$ cat config.mk
export PLATFORM = sky130hd
export DESIGN_NAME = uart_rx
export DESIGN_NICKNAME = d
export VERILOG_FILES = /design/src/rtl/uart_rx.sv
export SDC_FILE = /design/constraint.sdc
export NUM_CORES = 1
export LEC_CHECK = 0
export CORE_ASPECT_RATIO = 0.75
export CORE_MARGIN = 2
export CORE_UTILIZATION = 60
export CTS_CLUSTER_DIAMETER = 120
export DETAILED_ROUTE_END_ITERATION = 6
export PLACE_DENSITY = 0.88
export SLEW_MARGIN = 20
export SYNTH_ARGS = -nofsm -noshare
export SYNTH_HDL_FRONTEND = slang
export SYNTH_SLANG_ARGS = --single-unit
$ cat constraint.sdc
create_clock -name i_clk -period 5.6 [get_ports i_clk]
set_clock_uncertainty 0.1 [all_clocks]
set_input_delay 1.12 -clock i_clk [delete_from_list [all_inputs] [get_ports i_clk]]
set_output_delay 1.12 -clock i_clk [all_outputs]
set_load 0.01 [all_outputs]
$ cat src/rtl/uart_rx.sv
// UART receiver, 8N1, LSB first, idle-high line.
// Each bit is sampled at its centre using clk_bit system clocks per serial bit.
module uart_rx #(
    parameter int unsigned clk_bit = 87
) (
    input  logic       i_clk,
    input  logic       i_rst,
    input  logic       i_data,
    output logic [7:0] data,
    output logic       data_valid,
    output logic       framing_error
);

    localparam int unsigned      CNT_W    = $clog2(clk_bit);
    localparam logic [CNT_W-1:0] HALF_CNT = CNT_W'((clk_bit - 1) / 2);
    localparam logic [CNT_W-1:0] LAST_CNT = CNT_W'(clk_bit - 1);

    typedef enum logic [2:0] {
        IDLE       = 3'd0,
        START      = 3'd1,
        DATA       = 3'd2,
        STOP       = 3'd3,
        BREAK_WAIT = 3'd4
    } state_t;

    state_t           state_q, state_d;
    logic [CNT_W-1:0] cnt_q,   cnt_d;
    logic [2:0]       idx_q,   idx_d;
    logic [7:0]       shift_q, shift_d;
    logic [7:0]       data_d;
    logic             valid_d;
    logic             ferr_d;
    logic             rx_meta;
    logic             rx_s;

    // Two-flop synchroniser; resets to the idle level so reset never looks like a start edge.
    always_ff @(posedge i_clk) begin
        if (i_rst) begin
            rx_meta <= 1'b1;
            rx_s    <= 1'b1;
        end else begin
            rx_meta <= i_data;
            rx_s    <= rx_meta;
        end
    end

    always_ff @(posedge i_clk) begin
        if (i_rst) begin
            state_q       <= IDLE;
            cnt_q         <= '0;
            idx_q         <= '0;
            shift_q       <= '0;
            data          <= 8'h00;
            data_valid    <= 1'b0;
            framing_error <= 1'b0;
        end else begin
            state_q       <= state_d;
            cnt_q         <= cnt_d;
            idx_q         <= idx_d;
            shift_q       <= shift_d;
            data          <= data_d;
            data_valid    <= valid_d;
            framing_error <= ferr_d;
        end
    end

    // Next-state and output decode.
    always_comb begin
        state_d = state_q;
        cnt_d   = cnt_q;
        idx_d   = idx_q;
        shift_d = shift_q;
        data_d  = data;
        valid_d = 1'b0;
        ferr_d  = 1'b0;

        unique case (state_q)
            IDLE: begin
                cnt_d = '0;
                idx_d = '0;
                if (!rx_s) begin
                    state_d = START;
                end
            end

            // Re-check the line half a bit in so short low glitches are dropped.
            START: begin
                if (cnt_q == HALF_CNT) begin
                    cnt_d = '0;
                    idx_d = '0;
                    state_d = rx_s ? IDLE : DATA;
                end else begin
                    cnt_d = cnt_q + CNT_W'(1);
                end
            end

            DATA: begin
                if (cnt_q == LAST_CNT) begin
                    cnt_d          = '0;
                    shift_d[idx_q] = rx_s;
                    if (idx_q == 3'd7) begin
                        state_d = STOP;
                    end else begin
                        idx_d = idx_q + 3'd1;
                    end
                end else begin
                    cnt_d = cnt_q + CNT_W'(1);
                end
            end

            // Decision at stop-bit centre; IDLE is re-entered mid-stop for back-to-back frames.
            STOP: begin
                if (cnt_q == LAST_CNT) begin
                    cnt_d = '0;
                    if (rx_s) begin
                        data_d  = shift_q;
                        valid_d = 1'b1;
                        state_d = IDLE;
                    end else begin
                        ferr_d  = 1'b1;
                        state_d = BREAK_WAIT;
                    end
                end else begin
                    cnt_d = cnt_q + CNT_W'(1);
                end
            end

            // A held-low line (break) must return high before another frame is accepted.
            BREAK_WAIT: begin
                cnt_d = '0;
                if (rx_s) begin
                    state_d = IDLE;
                end
            end

            default: begin
                state_d = IDLE;
                cnt_d   = '0;
                idx_d   = '0;
            end
        endcase
    end

endmodule

==> summary.txt, run 1 <==
Route
  – Detailed Route WL: 3010 um
  – Wirelength per Cell: 14.9 um
  – DRT antenna net count: 0
  – Vias: 1168
  – Detailed-route DRC error count: 0
  – Vias per cell: 5.78
  – Drt initial violations: 60
  – 1st-pass router iterations: 4

Final layout
  – Layout cells sized above 1: 14.3%
  – ANT cells: 0
  – Post-Layout Cell Count: 202
  – Nets: 174
  – Synthesis-to-layout area growth: 8.87%

Logic synthesis
  – Register bit total from synthesis: 33
  – Post-synth EDFFs: 0
  – Total number of yosys warnings: 0
  – Xor/xnor share of the synthesized area: 2.85%
  – Simple-gate area share of the yosys netlist: 26.2%
  – Netlist Area Pre-Place: 1540 sq um
  – Syn Inst Count: 158
  – Top_reg_cell synth: dfxtp_1
  – Largest family of logic cells by synthesized area: simple AND/OR/NAND/NOR gates
  – Seq/Total Area, Yosys: 43.0%
  – Avg Cell Area, Syn: 9.73 sq um
  – Synth Area in Adders: 3.25%
  – Distinct cells, synth: 45
  – Compound-Gate Fraction of Synth Area: 13.9%
  – Fraction of registers with async set or reset after synthesis: 0%
  – Syn_nets: 165
  – Post-synthesis mux area share: 4.56%

Timing
  – Final max-slew violation count: 0
  – Setup tns final: 0 ps
  – Fin crit share: 51.2%
  – Maximum clock rate: 349 MHz
  – Hold Vio Cnt, Final: 0
  – Tightest Pin Transition: 774 ps
  – Final setup fails: 0
  – RSZ-0062 raised after global routing: false
  – Slew HR: 48.2%
  – Fin crit period: 2870 ps

Global route
  – Pin count of the biggest net entering global routing: 28
  – Vias in the first global route: 1117
  – Global-route wire length before repair: 5300 um
  – GRT overflow: 0
  – Initial antenna violation count: 0
  – Total track usage: 24.0%

Placement
  – Final GP Congestion: 0.871
  – Port bufs: 12
  – # placed instances: 194
  – Post-detail-place hpwl: 2210 um

Run status
  – Status: finished clean

Floorplanning
  – Die width: 62.5 um
  – Top-Level Pins: 13
  – Standard-cell rows: 15
  – Initial Util: 65.0%
  – Core area: 2360 sq um
  – Die H: 47.8 um
  – Die Area: 2990 sq um

CTS
  – Post CTS Setup Buffer Count: 0
  – Clk root buf: clkbuf_4
  – CTS tree: built
  – Cts hold-fix bufs: 0
  – Clock sink total: 33
  – CTS buffer count: 5
  – Clock Latency Late Sink: 340 ps
  – Post-CTS sizing: 0
  – Reg clk slew, reported paths: 100 ps
  – CTS max path bufs: 2
  – CTS H-tree depth: 2

Critical path
  – Stages on worst setup path: 4
  – Slowest stage delay, CP: 970 ps
  – CP max stage cell: clkdlybuf4s50_1
  – Worst Path Buf+Inv: 1
  – Crit path cell chain: clkdlybuf4s50_1, nor2_1, a32oi_1, nor2_1
  – Crit path max fanout: 27
  – Req. time, crit path: 5700 ps
  – Most frequent CP cell: nor2_1
  – CP top delay family: buffers and inverters
  – Worst reg2reg path depth: 5
  – Critical Path End Type: flip-flop
  – WS Path Type: input pin to flip-flop
  – Crit path launch type: input pin
  – CP arrival: 2970 ps

Power and ir drop
  – PD cells: 224 nW/um^2
  – Worst VDD drop: 155 uV
  – Leak pwr: 0.601 nW

Job
  – Max Cap Viol: 0

Hold path
  – Worst Hold Class: flip-flop to flip-flop
  – Hold depth: 1
==> through the flow <==
| stage | power [mW] | hold slack [ps] | instance area, sq um | util (%) | setup WS (ps) |
|---|---|---|---|---|---|
| final | 0.375 | 322 | 1670 | 70.8 | 2730 |
| after global routing | 0.394 | 358 | 1670 | 70.8 | 2610 |
| after CTS | 0.379 | 327 | 1670 | 70.8 | 2740 |
| after detailed placement | 0.255 | 302 | 1620 | 68.6 | 2360 |
| after global placement | 0.255 | 295 | 1620 | 68.6 | 2540 |
| after floorplan | 0.253 | 289 | 1540 | - | 3640 |
==> logic make-up (layout without fill, tap and decap cells) <==
family / after synthesis / count (layout)
AO/OA/AOI/OAI: 28 / 28
XOR/XNOR: 5 / 5
adder cells (fa/ha/maj): 4 / 4
buffers and inverters: 15 / 25
flip-flops: 33 / 33
multiplexers: 7 / 7
AND/OR/NAND/NOR: 66 / 66
==> area by class of cell <==
class	instances	area (sq um)
Multi-Input combinational cell	110	781
Fill cell	189	691
Timing Repair Buffer	12	120
Clock inverter	2	10.0
Sequential cell	33	661
Clock buffer	6	41.3
Inverter	5	18.8
Tap cell	34	42.5
==> final timing paths <==
kind | startpoint | end | slack, ps
worst max-delay path | i_rst | cnt_q[3] | 2730
worst min-delay path | rx_meta | rx_s | 320
worst max register to register | cnt_q[1] | data[1] | 3430
worst min register to register | rx_meta | rx_s | 320
==> synth_stat cells, types with 3 or more instances <==
| cell | n | area (sq um) |
|---|---|---|
| xor2_1 | 3 | 26.3 |
| nand2b_1 | 8 | 50.1 |
| a21oi_1 | 7 | 35.0 |
| nor4_1 | 3 | 18.8 |
| buf_6 | 4 | 45.0 |
| o21ai_2 | 7 | 61.3 |
| nand2_1 | 4 | 15.0 |
| inv_1 | 5 | 18.8 |
| ha_1 | 4 | 50.1 |
| dfxtp_1 | 33 | 661 |
| mux2i_1 | 7 | 70.1 |
| nor2_1 | 13 | 48.8 |
| nand3_1 | 8 | 40.0 |
| nand3b_1 | 5 | 37.5 |
| nor3_1 | 4 | 20.0 |
| or2_2 | 3 | 18.8 |
==> layout by cell type, fill, tap and decap left out, drive strengths merged, types with 2 or more instances in the layout <==
master	synthesis	layout
clkdlybuf4s50	0	12
or3	2	2
inv	5	5
clkinv	0	2
nand2	4	4
mux2i	7	7
nand3	8	8
and3	2	2
a21oi	7	7
or2	4	4
o31ai	2	2
clkbuf	3	6
xor2	3	3
nand4b	2	2
ha	4	4
nand3b	7	7
nor4	3	3
xnor2	2	2
nor2	13	13
nand4	2	2
nand2b	8	8
o21ai	9	9
nor3	4	4
dfxtp	33	33
nor2b	2	2
==> registers in the layout, indices dropped and copies added (netlist names) <==
register and cells:
data 8, shift_q 8, cnt_q 7, idx_q 3, state_q 3, data_valid 1
framing_error 1, rx_meta 1, rx_s 1
==> layer usage <==
| metal | global-route usage (%) | vias up | wire length, um |
|---|---|---|---|
| met1 | 28.4 | 538 | 1350 |
| met5 | 0 | - | 0 |
| met4 | 13.3 | 0 | 40 |
| li1 | - | 585 | - |
| met2 | 41.3 | 39 | 1420 |
| met3 | 7.06 | 6 | 200 |
==> power breakdown <==
group / total, mW / switching [mW] / internal [mW]
clock: 0.125 / 0.0777 / 0.0477
combinational: 0.0122 / 0.00677 / 0.00546
sequential: 0.238 / 0.00190 / 0.236
==> worst reg2reg max path: stages, from the launching register on <==
cell and delay [ps]:
dfxtp_1 390, ha_1 220, nand4bb_4 150, or4_1 850
mux2i_1 280, nor2_1 50
(Power assumes the default switching activity.)
==> run 2: changes to the inputs <==
--- a/config.mk
+++ b/config.mk
@@ -7,10 +7,10 @@
 export LEC_CHECK = 0
 export CORE_ASPECT_RATIO = 0.75
 export CORE_MARGIN = 2
-export CORE_UTILIZATION = 60
+export CORE_UTILIZATION = 56
 export CTS_CLUSTER_DIAMETER = 120
 export DETAILED_ROUTE_END_ITERATION = 6
-export PLACE_DENSITY = 0.88
+export PLACE_DENSITY = 0.83
 export SLEW_MARGIN = 20
 export SYNTH_ARGS = -nofsm -noshare
 export SYNTH_HDL_FRONTEND = slang
==> constraint.sdc (replaced) <==
create_clock -name i_clk -period 2.9 [get_ports i_clk]
set_clock_uncertainty 0.1 [all_clocks]
set_input_delay 0.58 -clock i_clk [delete_from_list [all_inputs] [get_ports i_clk]]
set_output_delay 0.58 -clock i_clk [all_outputs]
set_load 0.01 [all_outputs]
==> run 2 against run 1 <==
Effect of this change:
- global-route usage shrank 0.74 points
- sequential share of layout area shrank 0.23 points
- clock power grew 97%
- combinational power grew 110%
==> summary.txt, run 2 (synthesis results as in run 1) <==
Run status
  – Status: finished clean

Route
  – Wirelength per Cell: 15.5 um (+4.1%)
  – 1st-pass router iterations: 4 (unchanged)
  – Vias: 1233 (+5.6%)
  – Detailed Route WL: 3180 um (+5.7%)
  – Vias per cell: 6.01 (+4.0%)
  – Drt initial violations: 95 (+58%)
  – DRT antenna net count: 0 (unchanged)
  – Detailed-route DRC error count: 0 (unchanged)

CTS
  – Cts hold-fix bufs: 0 (unchanged)
  – Clock Latency Late Sink: 340 ps (about the same)
  – Post CTS Setup Buffer Count: 0 (unchanged)
  – CTS tree: built
  – Clk root buf: clkbuf_4
  – CTS max path bufs: 2 (unchanged)
  – CTS H-tree depth: 2 (unchanged)
  – Post-CTS sizing: 0 (unchanged)
  – CTS buffer count: 5 (unchanged)
  – Clock sink total: 33 (unchanged)
  – Reg clk slew, reported paths: 100 ps (about the same)

Timing
  – RSZ-0062 raised after global routing: false
  – Final max-slew violation count: 0 (unchanged)
  – Fin crit share: 74.5%
  – Tightest Pin Transition: 706 ps (-68.6 ps)
  – Fin crit period: 2160 ps
  – Slew HR: 53.0% (+4.7 points)
  – Setup tns final: 0 ps (unchanged)
  – Maximum clock rate: 463 MHz
  – Final setup fails: 0 (unchanged)
  – Hold Vio Cnt, Final: 0 (unchanged)

Floorplanning
  – Standard-cell rows: 16 (+1)
  – Die width: 64.5 um (+3.3%)
  – Top-Level Pins: 13 (unchanged)
  – Core area: 2600 sq um (+10%)
  – Initial Util: 59.1% (-5.9 points)
  – Die Area: 3190 sq um (+6.6%)
  – Die H: 49.4 um (+3.2%)

Power and ir drop
  – PD cells: 434 nW/um^2 (+94%)
  – Worst VDD drop: 280 uV (+81%)
  – Leak pwr: 0.605 nW (+0.80%)

Critical path
  – Worst reg2reg path depth: 4 (-1)
  – Critical Path End Type: flip-flop
  – CP arrival: 2290 ps (-680 ps)
  – Crit path launch type: flip-flop
  – Crit path max fanout: 15 (-44%)
  – Req. time, crit path: 3030 ps (-2670 ps)
  – WS Path Type: flip-flop to flip-flop

Global route
  – Pin count of the biggest net entering global routing: 17 (-39%)
  – Global-route wire length before repair: 5530 um (+4.3%)
  – Total track usage: 23.2% (-0.74 points)
  – Vias in the first global route: 1171 (+4.8%)
  – GRT overflow: 0 (unchanged)
  – Initial antenna violation count: 0 (unchanged)

Final layout
  – Nets: 175 (+0.57%)
  – Util after Layout: 64.7% (-6.1 points)
  – Commonest non-fill, non-tap cell in the layout: dfxtp_1
  – # fillers: 209 (+11%)
  – ANT cells: 0 (unchanged)
  – Most frequent cells in the layout: dfxtp_1 (33), nor2_1 (13), clkdlybuf4s50_1 (12)
  – Largest regs: data x8, shift_q x8, cnt_q x7
  – Synthesis-to-layout area growth: 9.52%
  – Layout cells sized above 1: 14.8% (+0.51 points)

Hold path
  – Worst Hold Class: flip-flop to flip-flop
  – Hold depth: 1 (unchanged)

Job
  – Max Cap Viol: 0 (unchanged)

Placement
  – Post-detail-place hpwl: 2280 um (+3.3%)
  – Final GP Congestion: 0.840 (-3.6%)
  – Port bufs: 12 (unchanged)
==> run 2: path summary, 6_finish.rpt <==
path / endpoint / from / slack, ps
setup / recovery: data[1] / state_q[0] / 740
hold / removal: rx_s / rx_meta / 320
setup reg to reg: data[1] / state_q[0] / 740
hold reg to reg: rx_s / rx_meta / 320
==> run 2: layout make-up <==
class,instances,area [sq um],share of cell area (%)
Clock inverter,2,10.0,0.594
Timing Repair Buffer,13,128,7.58
Multi-Input combinational cell,110,781,46.4
Tap cell,36,45.0,2.67
Inverter,5,18.8,1.11
Sequential cell,33,661,39.2
Clock buffer,6,41.3,2.45
==> run 2: metrics by stage <==
step / instances / instance area [sq um] / power, mW / setup WS, ps / hold slack, ps
floorplan: 158 / 1540 / 0.488 / 1100 / 289
global placement: 197 / 1630 / 0.493 / 639 / 296
detailed placement: 197 / 1630 / 0.495 / 456 / 296
CTS: 205 / 1680 / 0.735 / 754 / 321
global route: 205 / 1680 / 0.753 / 574 / 333
finish: 205 / 1680 / 0.731 / 740 / 318
==> run 2: critical path, stage by stage (launching register included) <==
cell	delay [ps]
dfxtp_1	550
inv_1	190
or4_1	880
mux2i_1	260
nor2_1	60
==> run 2: where the power goes <==
part	internal (mW)	leakage (nW)	switching, mW
sequential	0.455	0.266	0.00362
combinational	0.0113	0.307	0.0145
clock	0.0921	0.0320	0.154
==> run 2: per-layer routing <==
layer	global-route usage, %	vias to the layer above	part of all wire (%)
li1	-	585	-
met3	6.24	8	8.7
met1	28.7	578	42
met4	11.0	0	1.8
met2	37.7	62	47
met5	0	-	0
==> run 3: changes to the inputs <==
==> constraint.sdc (replaced) <==
create_clock -name i_clk -period 2.26 [get_ports i_clk]
set_clock_uncertainty 0.1 [all_clocks]
set_input_delay 0.452 -clock i_clk [delete_from_list [all_inputs] [get_ports i_clk]]
set_output_delay 0.452 -clock i_clk [all_outputs]
set_load 0.01 [all_outputs]
==> run 3 against run 2 <==
Effect of this change:
- sequential power grew 28%
- design area grew 1.6%
- cell count grew 2.0%
- clock-buffer cell count grew 2
- core utilization grew 1.1 points
- critical path depth grew 2
- critical path type unchanged
- largest power group unchanged
- combinational power grew 40%
- largest cell class unchanged
- global-route usage shrank 2.7 points
==> summary.txt, run 3 (synthesis results as in run 1) <==
Hold path
  – Hold depth: 1 (unchanged)
  – Worst Hold Class: flip-flop to flip-flop

Critical path
  – WS Path Type: flip-flop to flip-flop
  – CP arrival: 2040 ps (-250 ps)
  – CP top delay family: simple AND/OR/NAND/NOR gates
  – Stages on worst setup path: 6 (+2)
  – CP max stage cell: nor4_1
  – Crit path cell chain: inv_1, ha_1, nand4bb_4, nor4_1, a21oi_1, a31o_2
  – Critical Path End Type: flip-flop
  – Req. time, crit path: 2390 ps (-640 ps)
  – Worst Path Buf+Inv: 1 (unchanged)
  – Crit path max fanout: 6 (-9)
  – Slowest stage delay, CP: 570 ps (-310 ps)
  – Crit path launch type: flip-flop
  – Worst reg2reg path depth: 6 (+2)

Global route
  – Global-route wire length before repair: 4930 um (-11%)
  – Total track usage: 20.6% (-2.7 points)
  – Pin count of the biggest net entering global routing: 16 (-1)
  – GRT overflow: 0 (unchanged)
  – Initial antenna violation count: 0 (unchanged)
  – Vias in the first global route: 1094 (-6.6%)

Timing
  – Slew HR: 56.6% (+3.7 points)
  – Setup tns final: 0 ps (unchanged)
  – Fin crit period: 1900 ps (-258 ps)
  – RSZ-0062 raised after global routing: false
  – Final setup fails: 0 (unchanged)
  – Final max-slew violation count: 0 (unchanged)
  – Tightest Pin Transition: 645 ps (-60.8 ps)
  – Fin crit share: 84.2% (+9.7 points)
  – Maximum clock rate: 526 MHz (+14%)
  – Hold Vio Cnt, Final: 0 (unchanged)

Floorplanning
  – Die width: 64.5 um (unchanged)
  – Initial Util: 59.1% (unchanged)
  – Die H: 49.4 um (unchanged)
  – Standard-cell rows: 16 (unchanged)
  – Die Area: 3190 sq um (unchanged)
  – Top-Level Pins: 13 (unchanged)
  – Core area: 2600 sq um (unchanged)

Route
  – Detailed Route WL: 2860 um (-9.9%)
  – Wirelength per Cell: 13.7 um (-12%)
  – DRT antenna net count: 0 (unchanged)
  – Vias: 1212 (-1.7%)
  – 1st-pass router iterations: 5 (+1)
  – Drt initial violations: 68 (-28%)
  – Vias per cell: 5.80 (-3.6%)
  – Detailed-route DRC error count: 0 (unchanged)

Final layout
  – Largest regs: data x8, shift_q x8, cnt_q x7
  – Most frequent cells in the layout: dfxtp_1 (33), nor2_1 (13), clkdlybuf4s50_1 (12)
  – Layout cells sized above 1: 15.6% (+0.81 points)
  – ANT cells: 0 (unchanged)
  – Util after Layout: 65.8% (+1.1 points)
  – Nets: 179 (+2.3%)
  – Commonest non-fill, non-tap cell in the layout: dfxtp_1
  – Synthesis-to-layout area growth: 11.3%

CTS
  – CTS tree: built
  – Post CTS Setup Buffer Count: 0 (unchanged)
  – Reg clk slew, reported paths: 90 ps (about the same)
  – CTS max path bufs: 2 (unchanged)
  – Clk root buf: clkbuf_4
  – Clock sink total: 33 (unchanged)
  – CTS buffer count: 5 (unchanged)
  – CTS H-tree depth: 2 (unchanged)
  – Clock Latency Late Sink: 340 ps (about the same)
  – Post-CTS sizing: 0 (unchanged)
  – Cts hold-fix bufs: 0 (unchanged)

Power and ir drop
  – PD cells: 546 nW/um^2 (+26%)
  – Leak pwr: 0.618 nW (+2.1%)
  – Pwr Total: 0.934 mW (+28%)
  – Worst VDD drop: 429 uV (+54%)

Run status
  – Status: finished clean

Placement
  – Post-detail-place hpwl: 2060 um (-9.9%)
  – Port bufs: 12 (unchanged)
  – Final GP Congestion: 0.817 (-2.8%)

Job
  – Max Cap Viol: 0 (unchanged)
[run 3: cell types whose count changed in the layout (fill, tap and decap cells not counted), sizes merged]
cell	previous run	this run
buf	1	5
clkbuf	6	8
clkinv	2	0
[run 3: report_power, final]
part,switching (mW),total (mW),internal (mW)
combinational,0.0186,0.0362,0.0176
clock,0.185,0.309,0.124
sequential,0.00442,0.589,0.584
[run 3: final cells by class]
cell class,count,area (sq um)
inverter,5,18.8
clock buffer,8,48.8
fill,230,891
sequential,33,661
multi-input combinational,110,781
timing repair buffer,17,158
tap,36,45.0
[run 3: worst paths after layout]
check | startpoint | slack, ps | to
min | rx_meta | 320 | rx_s
min reg2reg | rx_meta | 320 | rx_s
max reg2reg | cnt_q[0] | 360 | shift_q[0]
max | cnt_q[0] | 360 | shift_q[0]
[run 3: worst register-to-register path: cells and delay by family, from the launching register on]
kind | cells | cell delay (ps)
and+or+nand+nor | 2 | 730
AOI/OAI and AO/OA | 2 | 380
DFF | 1 | 340
adders and majority gates | 1 | 190
buffers and inverters | 1 | 70
[run 3: stage by stage]
| step | area (sq um) | hold slack (ps) | setup slack [ps] | std cells |
|---|---|---|---|---|
| floorplan | 1540 | 289 | 459 | 158 |
| global placement | 1660 | 295 | 393 | 201 |
| detailed placement | 1660 | 299 | 345 | 201 |
| CTS | 1710 | 324 | 376 | 209 |
| global route | 1710 | 334 | 185 | 209 |
| finish | 1710 | 319 | 358 | 209 |
[run 3: layer usage]
| metal | global-route usage, % | up-vias | share of wire, % |
|---|---|---|---|
| met1 | 26.5 | 542 | 44 |
| met4 | 9.93 | 0 | 2.5 |
| li1 | - | 591 | - |
| met5 | 0 | - | 0 |
| met3 | 6.24 | 17 | 8.9 |
| met2 | 31.4 | 62 | 44 |
